## config.mk

```make
export PLATFORM = sky130hd
export DESIGN_NAME = seg_digit_scanner
export DESIGN_NICKNAME = d
export VERILOG_FILES = /design/src/rtl/seg_pkg.sv /design/src/rtl/seg_scan_timer.sv /design/src/rtl/seg_digit_scanner.sv
export SDC_FILE = /design/constraint.sdc
export NUM_CORES = 1
export LEC_CHECK = 0
export CAP_MARGIN = 15
export CORE_ASPECT_RATIO = 1.5
export CORE_MARGIN = 3
export CORE_UTILIZATION = 42
export DETAILED_ROUTE_END_ITERATION = 12
export HOLD_SLACK_MARGIN = 0.06
export PLACE_DENSITY = 0.73
export SKIP_LAST_GASP = 1
export SYNTH_ARGS = -nofsm -noshare
export SYNTH_HDL_FRONTEND = slang
export SYNTH_HIERARCHICAL = 1
export SYNTH_SLANG_ARGS = --single-unit
```

## constraint.sdc

```tcl
create_clock -name clk -period 3.2 [get_ports clk]
set_input_delay 0.32 -clock clk [delete_from_list [all_inputs] [get_ports clk]]
set_output_delay 0.32 -clock clk [all_outputs]
set_load 0.01 [all_outputs]
```

## src/rtl/seg_pkg.sv

```systemverilog
// Shared definitions for the multiplexed seven-segment digit scanner.
package seg_pkg;

    localparam int DIG_POL_ACTIVE_HIGH = 0;
    localparam int DIG_POL_ACTIVE_LOW  = 1;

    typedef logic [3:0] nibble_t;

    typedef enum logic {
        ST_BLANK = 1'b0,
        ST_DRIVE = 1'b1
    } scan_state_t;

    function automatic int clog2(input int v);
        int r;
        r = 0;
        while ((1 << r) < v) r++;
        return r;
    endfunction

endpackage

```

## src/rtl/seg_scan_timer.sv

```systemverilog
// Slot prescaler and digit counter; publishes the current index plus look-ahead strobes
// so the scanner can register its outputs aligned with the counter.
module seg_scan_timer
    import seg_pkg::*;
#(
    parameter int  NUM_DIGITS = 4,
    parameter int  SCAN_DIV   = 1000,
    parameter int  BLANK_CYC  = 16,
    localparam int CNT_W      = clog2(SCAN_DIV),
    localparam int IDX_W      = clog2(NUM_DIGITS)
) (
    input  logic             clk,
    input  logic             rst_n,
    output logic [IDX_W-1:0] digit_idx,
    output logic [IDX_W-1:0] idx_next,
    output logic             slot_wrap,
    output logic             in_blank,
    output logic             frame_end,
    output logic             frame_end_next
);

    localparam logic [CNT_W-1:0] CNT_LAST  = CNT_W'(SCAN_DIV - 1);
    localparam logic [CNT_W-1:0] CNT_BLANK = CNT_W'(BLANK_CYC);
    localparam logic [IDX_W-1:0] IDX_LAST  = IDX_W'(NUM_DIGITS - 1);

    logic [CNT_W-1:0] cnt_q, cnt_d;
    logic [IDX_W-1:0] idx_q, idx_d;

    always_comb begin
        cnt_d = cnt_q + CNT_W'(1);
        idx_d = idx_q;
        if (cnt_q == CNT_LAST) begin
            cnt_d = '0;
            idx_d = (idx_q == IDX_LAST) ? '0 : idx_q + IDX_W'(1);
        end
    end

    always_ff @(posedge clk or negedge rst_n) begin
        if (!rst_n) begin
            cnt_q <= '0;
            idx_q <= '0;
        end else begin
            cnt_q <= cnt_d;
            idx_q <= idx_d;
        end
    end

    // in_blank and frame_end_next describe the cycle after the coming edge
    assign digit_idx      = idx_q;
    assign idx_next       = idx_d;
    assign slot_wrap      = (cnt_q == CNT_LAST);
    assign in_blank       = (cnt_d < CNT_BLANK);
    assign frame_end      = slot_wrap && (idx_q == IDX_LAST);
    assign frame_end_next = (cnt_d == CNT_LAST) && (idx_d == IDX_LAST);

endmodule

```

## src/rtl/seg_digit_scanner.sv

```systemverilog
// Time-multiplexes a hex value onto one nibble bus with frame-synchronous double buffering.
//   state    | meaning
//   ST_BLANK | leading part of a slot, all digits off, nibble settling
//   ST_DRIVE | selected digit enabled (unless leading-zero blanked)
module seg_digit_scanner
    import seg_pkg::*;
#(
    parameter int  NUM_DIGITS     = 4,
    parameter int  SCAN_DIV       = 1000,
    parameter int  BLANK_CYC      = 16,
    parameter int  DIG_ACTIVE_LOW = 1,
    localparam int IDX_W          = clog2(NUM_DIGITS),
    localparam int VAL_W          = 4 * NUM_DIGITS
) (
    input  logic                  clk,
    input  logic                  rst_n,
    input  logic                  load,
    input  logic [VAL_W-1:0]      value,
    input  logic [NUM_DIGITS-1:0] dp_mask,
    input  logic                  lz_blank_en,
    output logic                  a,
    output logic                  b,
    output logic                  c,
    output logic                  d,
    output logic                  dp_out,
    output logic [NUM_DIGITS-1:0] dig_en,
    output logic [IDX_W-1:0]      digit_idx,
    output logic                  frame_done
);

    localparam logic [NUM_DIGITS-1:0] DIG_OFF =
        (DIG_ACTIVE_LOW == DIG_POL_ACTIVE_LOW) ? {NUM_DIGITS{1'b1}} : {NUM_DIGITS{1'b0}};

    logic [IDX_W-1:0] idx_next;
    logic             slot_wrap, in_blank, frame_end, frame_end_next;

    seg_scan_timer #(
        .NUM_DIGITS (NUM_DIGITS),
        .SCAN_DIV   (SCAN_DIV),
        .BLANK_CYC  (BLANK_CYC)
    ) u_timer (
        .clk            (clk),
        .rst_n          (rst_n),
        .digit_idx      (digit_idx),
        .idx_next       (idx_next),
        .slot_wrap      (slot_wrap),
        .in_blank       (in_blank),
        .frame_end      (frame_end),
        .frame_end_next (frame_end_next)
    );

    scan_state_t           state_q, state_d;
    logic [VAL_W-1:0]      pend_val_q, pend_val_d, disp_val_q, disp_val_d;
    logic [NUM_DIGITS-1:0] pend_dp_q, pend_dp_d, disp_dp_q, disp_dp_d;
    logic [NUM_DIGITS-1:0] dig_en_q, dig_en_d;
    logic                  pend_q, pend_d;
    nibble_t               nib_q, nib_d;
    logic                  dp_q, dp_d;
    logic                  blank_q, blank_d;
    logic                  frame_done_q, frame_done_d;
    logic [VAL_W-1:0]      upper;
    logic [NUM_DIGITS-1:0] onehot;

    always_comb begin
        pend_val_d   = pend_val_q;
        pend_dp_d    = pend_dp_q;
        pend_d       = pend_q;
        disp_val_d   = disp_val_q;
        disp_dp_d    = disp_dp_q;
        nib_d        = nib_q;
        blank_d      = blank_q;
        state_d      = state_q;
        frame_done_d = frame_end_next;

        // a load landing on the frame-end cycle skips the pending stage
        if (frame_end) begin
            pend_d = 1'b0;
            if (load) begin
                disp_val_d = value;
                disp_dp_d  = dp_mask;
            end else if (pend_q) begin
                disp_val_d = pend_val_q;
                disp_dp_d  = pend_dp_q;
            end
        end else if (load) begin
            pend_val_d = value;
            pend_dp_d  = dp_mask;
            pend_d     = 1'b1;
        end

        // digits idx_next and above, shifted down; all-zero means a leading zero
        upper = disp_val_d >> {idx_next, 2'b00};
        if (slot_wrap) begin
            nib_d   = upper[3:0];
            blank_d = lz_blank_en && (idx_next != '0) && (upper == '0);
        end

        if (state_q == ST_BLANK && !in_blank) begin
            state_d = ST_DRIVE;
        end else if (state_q == ST_DRIVE && slot_wrap) begin
            state_d = ST_BLANK;
        end

        onehot   = {{(NUM_DIGITS-1){1'b0}}, 1'b1} << digit_idx;
        dig_en_d = DIG_OFF;
        dp_d     = 1'b0;
        if (state_d == ST_DRIVE && !blank_q) begin
            dig_en_d = DIG_OFF ^ onehot;
            dp_d     = disp_dp_q[digit_idx];
        end
    end

    always_ff @(posedge clk or negedge rst_n) begin
        if (!rst_n) begin
            state_q      <= ST_BLANK;
            pend_val_q   <= '0;
            pend_dp_q    <= '0;
            pend_q       <= 1'b0;
            disp_val_q   <= '0;
            disp_dp_q    <= '0;
            nib_q        <= '0;
            blank_q      <= 1'b0;
            dig_en_q     <= DIG_OFF;
            dp_q         <= 1'b0;
            frame_done_q <= 1'b0;
        end else begin
            state_q      <= state_d;
            pend_val_q   <= pend_val_d;
            pend_dp_q    <= pend_dp_d;
            pend_q       <= pend_d;
            disp_val_q   <= disp_val_d;
            disp_dp_q    <= disp_dp_d;
            nib_q        <= nib_d;
            blank_q      <= blank_d;
            dig_en_q     <= dig_en_d;
            dp_q         <= dp_d;
            frame_done_q <= frame_done_d;
        end
    end

    assign a          = nib_q[3];
    assign b          = nib_q[2];
    assign c          = nib_q[1];
    assign d          = nib_q[0];
    assign dp_out     = dp_q;
    assign dig_en     = dig_en_q;
    assign frame_done = frame_done_q;

endmodule

```

==> metrics.txt <==
largest net degree at the start of global routing 41; Pleak 1.54 nW; initial core utilization 0.438; total die area 8260 µm²; Startpoint Class flip-flop; setup TNS 0 ns; worst-skew pair later-pin latency 0.34 ns; RSZ-0062 raised after global routing no; core area 6900 µm²; pwr dens 452 nW/µm²; YS warnings 6; DRC 0; status finished clean; CP Data Arrival Time 3.14 ns; worst hold-check path type in2async; Rel. slew slack 0.406; initial drt markers 108; FP Rows 37; hpwl dp 4.76 mm; final hold violations 0; CP delay by family, top simple AND/OR/NAND/NOR gates; post-synthesis register bit count 65; Max VDD drop 0.269 mV; share of flip-flops with an asynchronous set or reset 1.00; Synth cell types 43; Required @ worst endpoint 3.48 ns; syn_area_per_cell 11.8 µm²; DR vias 2255; CP Capture Type flip-flop; sequential share of the synthesized area 0.541; final setup violation count 0; area grow syn2layout 20.6%; register area 1630 µm²; worst setup path class reg2reg; area occupied by multi-input gates 1290 µm²; most frequent cells in the layout 61 x dfrtp_1, 39 x o22ai_1, 34 x clkdlybuf4s50_1; final critical-path required period 2.86 ns; # Post-CTS Setup Buffers 0; Final Cycle Share 0.894; Avg Vias per Cell 6.01; Final Wtd Congestion 0.834; cts hold-fix bufs 0; Post-synth top flop dfrtp_1; clk buf depth 2; Die X 75.2 µm; slowest CP cell mux4_2; Worst-path clk slew 0.07 ns; cell area after synthesis 3020 µm²; port bufs 35; global-route wire length before repair 11.2 mm; total wire length 6.70 mm; initial antenna violation count 0; Mapped Cells 256; Root Buffer clkbuf_8; post-route antenna net violation count 0; Final Max Slew Viols 0; fillers 599; antenna cells 0; GRT Resource Usage Total 0.180; CP max FO 20; Reg2Reg Setup Slack 0.34 ns; max incr delay on CP 0.53 ns; CTS tree built; crit path buf inv count 1; Pwr Total 1.65 mW; number of synthesized flops with an enable pin 0; Die Y-Extent 110 µm; Sink Count 65; Cell Chain, Critical Path ha_1 > nand2_2 > nor3_2 > and2_1 > nand2_1 > buf_4 > o22ai_1 > a21oi_1 > mux4_2 > nor4_1 > a22o_1; layout cells sized above 1 0.226; remaining global-route overflow 0; Routed wire per std cell 17.9 µm; Worst-Margin Slew 0.891 ns; number of global-route vias before repair 2320; CTS H-tree depth 3; maxcap violations 0; Fmax achieved 350 MHz; Crit Reg-Reg Endpoint blank_q; final net count 320; Crit Reg-Reg Startpoint u_timer/cnt_q[0]; Mapped Nets 283; clock skew 0.0110 ns; Boundary Pins 36; FF-to-FF path depth 11; commonest non-fill, non-tap cell in the layout dfrtp_1; total CTS buffers 9; DRT Pass-1 Iters 4
-- worst reg2reg max path, cell delays in order, from the launching register on --
cell     delay (ns)
dfrtp_1        0.42
ha_1           0.28
nand2_2        0.12
nor3_2         0.19
and2_1         0.23
nand2_1        0.07
buf_4          0.24
o22ai_1        0.14
a21oi_1        0.14
mux4_2         0.53
nor4_1         0.29
a22o_1         0.16
-- synthesized netlist by cell type, types with 2 or more instances --
| cell | number | area [µm²] |
|---|---|---|
| o211ai_1 | 2 | 15.0 |
| inv_1 | 6 | 22.5 |
| mux2_2 | 26 | 293 |
| nand3_1 | 7 | 35.0 |
| nor3_1 | 2 | 10.0 |
| buf_2 | 5 | 25.0 |
| a31oi_1 | 2 | 12.5 |
| o22ai_1 | 39 | 244 |
| xnor2_1 | 2 | 17.5 |
| and4b_2 | 2 | 22.5 |
| mux4_2 | 5 | 113 |
| nor4_1 | 4 | 25.0 |
| clkbuf_1 | 8 | 30.0 |
| ha_1 | 3 | 37.5 |
| or3_1 | 3 | 18.8 |
| a21oi_1 | 20 | 100 |
| dfrtp_1 | 61 | 1530 |
| o21ai_0 | 4 | 20.0 |
| dfstp_2 | 4 | 105 |
| nor2_1 | 12 | 45.0 |
| buf_1 | 3 | 11.3 |
| nand2_1 | 10 | 37.5 |
| xor2_1 | 3 | 26.3 |
| mux2i_1 | 2 | 20.0 |
| nand4_1 | 2 | 12.5 |
| nor2b_1 | 2 | 12.5 |
-- where the power goes --
group | switching [mW] | leakage, nW | total [mW] | internal [mW]
Combinational | 0.0396 | 0.616 | 0.0908 | 0.0513
Clock | 0.299 | 0.102 | 0.695 | 0.396
Sequential | 0.0132 | 0.824 | 0.860 | 0.847
Total | 0.352 | 1.54 | 1.65 | 1.29
-- registers in the layout, summed over array words and instances, names as in the netlist --
| signal | cells |
|---|---|
| blank_q | 1 |
| disp_dp_q | 4 |
| pend_dp_q | 4 |
| pend_q | 1 |
| nib_q | 4 |
| frame_done | 1 |
| dig_en | 4 |
| state_q | 1 |
| u_timer/cnt_q | 10 |
| disp_val_q | 16 |
| pend_val_q | 16 |
| u_timer/digit_idx | 2 |
| dp_out | 1 |
-- through the flow --
stage          setup slack [ns]  hold slack [ns]  std cells  utilization  instance area (µm²)
3_3_place_gp              0.230            0.464        360        0.499                 3440
4_1_cts                   0.155            0.128        375        0.527                 3640
6_report                  0.339            0.105        375        0.528                 3640
2_1_floorplan             0.407           0.0244        256            -                 3020
5_1_grt                  0.0317            0.170        375        0.528                 3640
3_5_place_dp              0.168            0.477        360        0.499                 3440
-- logic make-up (layout without fill, tap and decap cells) --
kind of cell    count (synthesis)  count (layout)  share of synthesized area
compound gates                 74              74                      0.152
xor+xnor                        5               5                     0.0145
fa+ha+maj                       3               3                     0.0124
buf+inv                        23              64                     0.0332
flops                          65              65                      0.541
mux                            33              33                      0.141
simple gates                   53              53                      0.107
-- per-layer routing --
metal  global-route usage  part of all wire  vias up
met1                0.215              0.41     1134
met5                    0                 0        -
li1                     -                 -     1044
met4               0.0800             0.023        0
met2                0.302              0.53       60
met3               0.0467             0.041       17
-- final cells by class --
cell class,instances,area share
Tap cell,78,0.0268
Clock inverter,3,0.0110
Sequential cell,65,0.448
Multi-Input combinational cell,168,0.354
Clock buffer,12,0.0426
Timing Repair Buffer,43,0.111
Inverter,6,0.00619
-- worst max-delay path by stage --
stage	startpoint	cells past startpoint	slack (ns)	end
6_report	u_timer/cnt_q[0]	11	0.34	blank_q
5_1_grt	u_timer/cnt_q[0]	10	0.03	nib_q[2]
4_1_cts	u_timer/cnt_q[1]	10	0.16	blank_q
3_5_place_dp	u_timer/cnt_q[0]	10	0.17	blank_q
3_3_place_gp	u_timer/cnt_q[0]	10	0.23	blank_q
2_1_floorplan	u_timer/cnt_q[0]	10	0.41	nib_q[2]
-- repair_timing --
action                                  4_1_cts  5_1_grt
gates resized for setup                       0        1
endpoints found under the setup margin        0        1
hold endpoints to repair                      0        0
No activity file was read; power rests on OpenSTA's default activity.
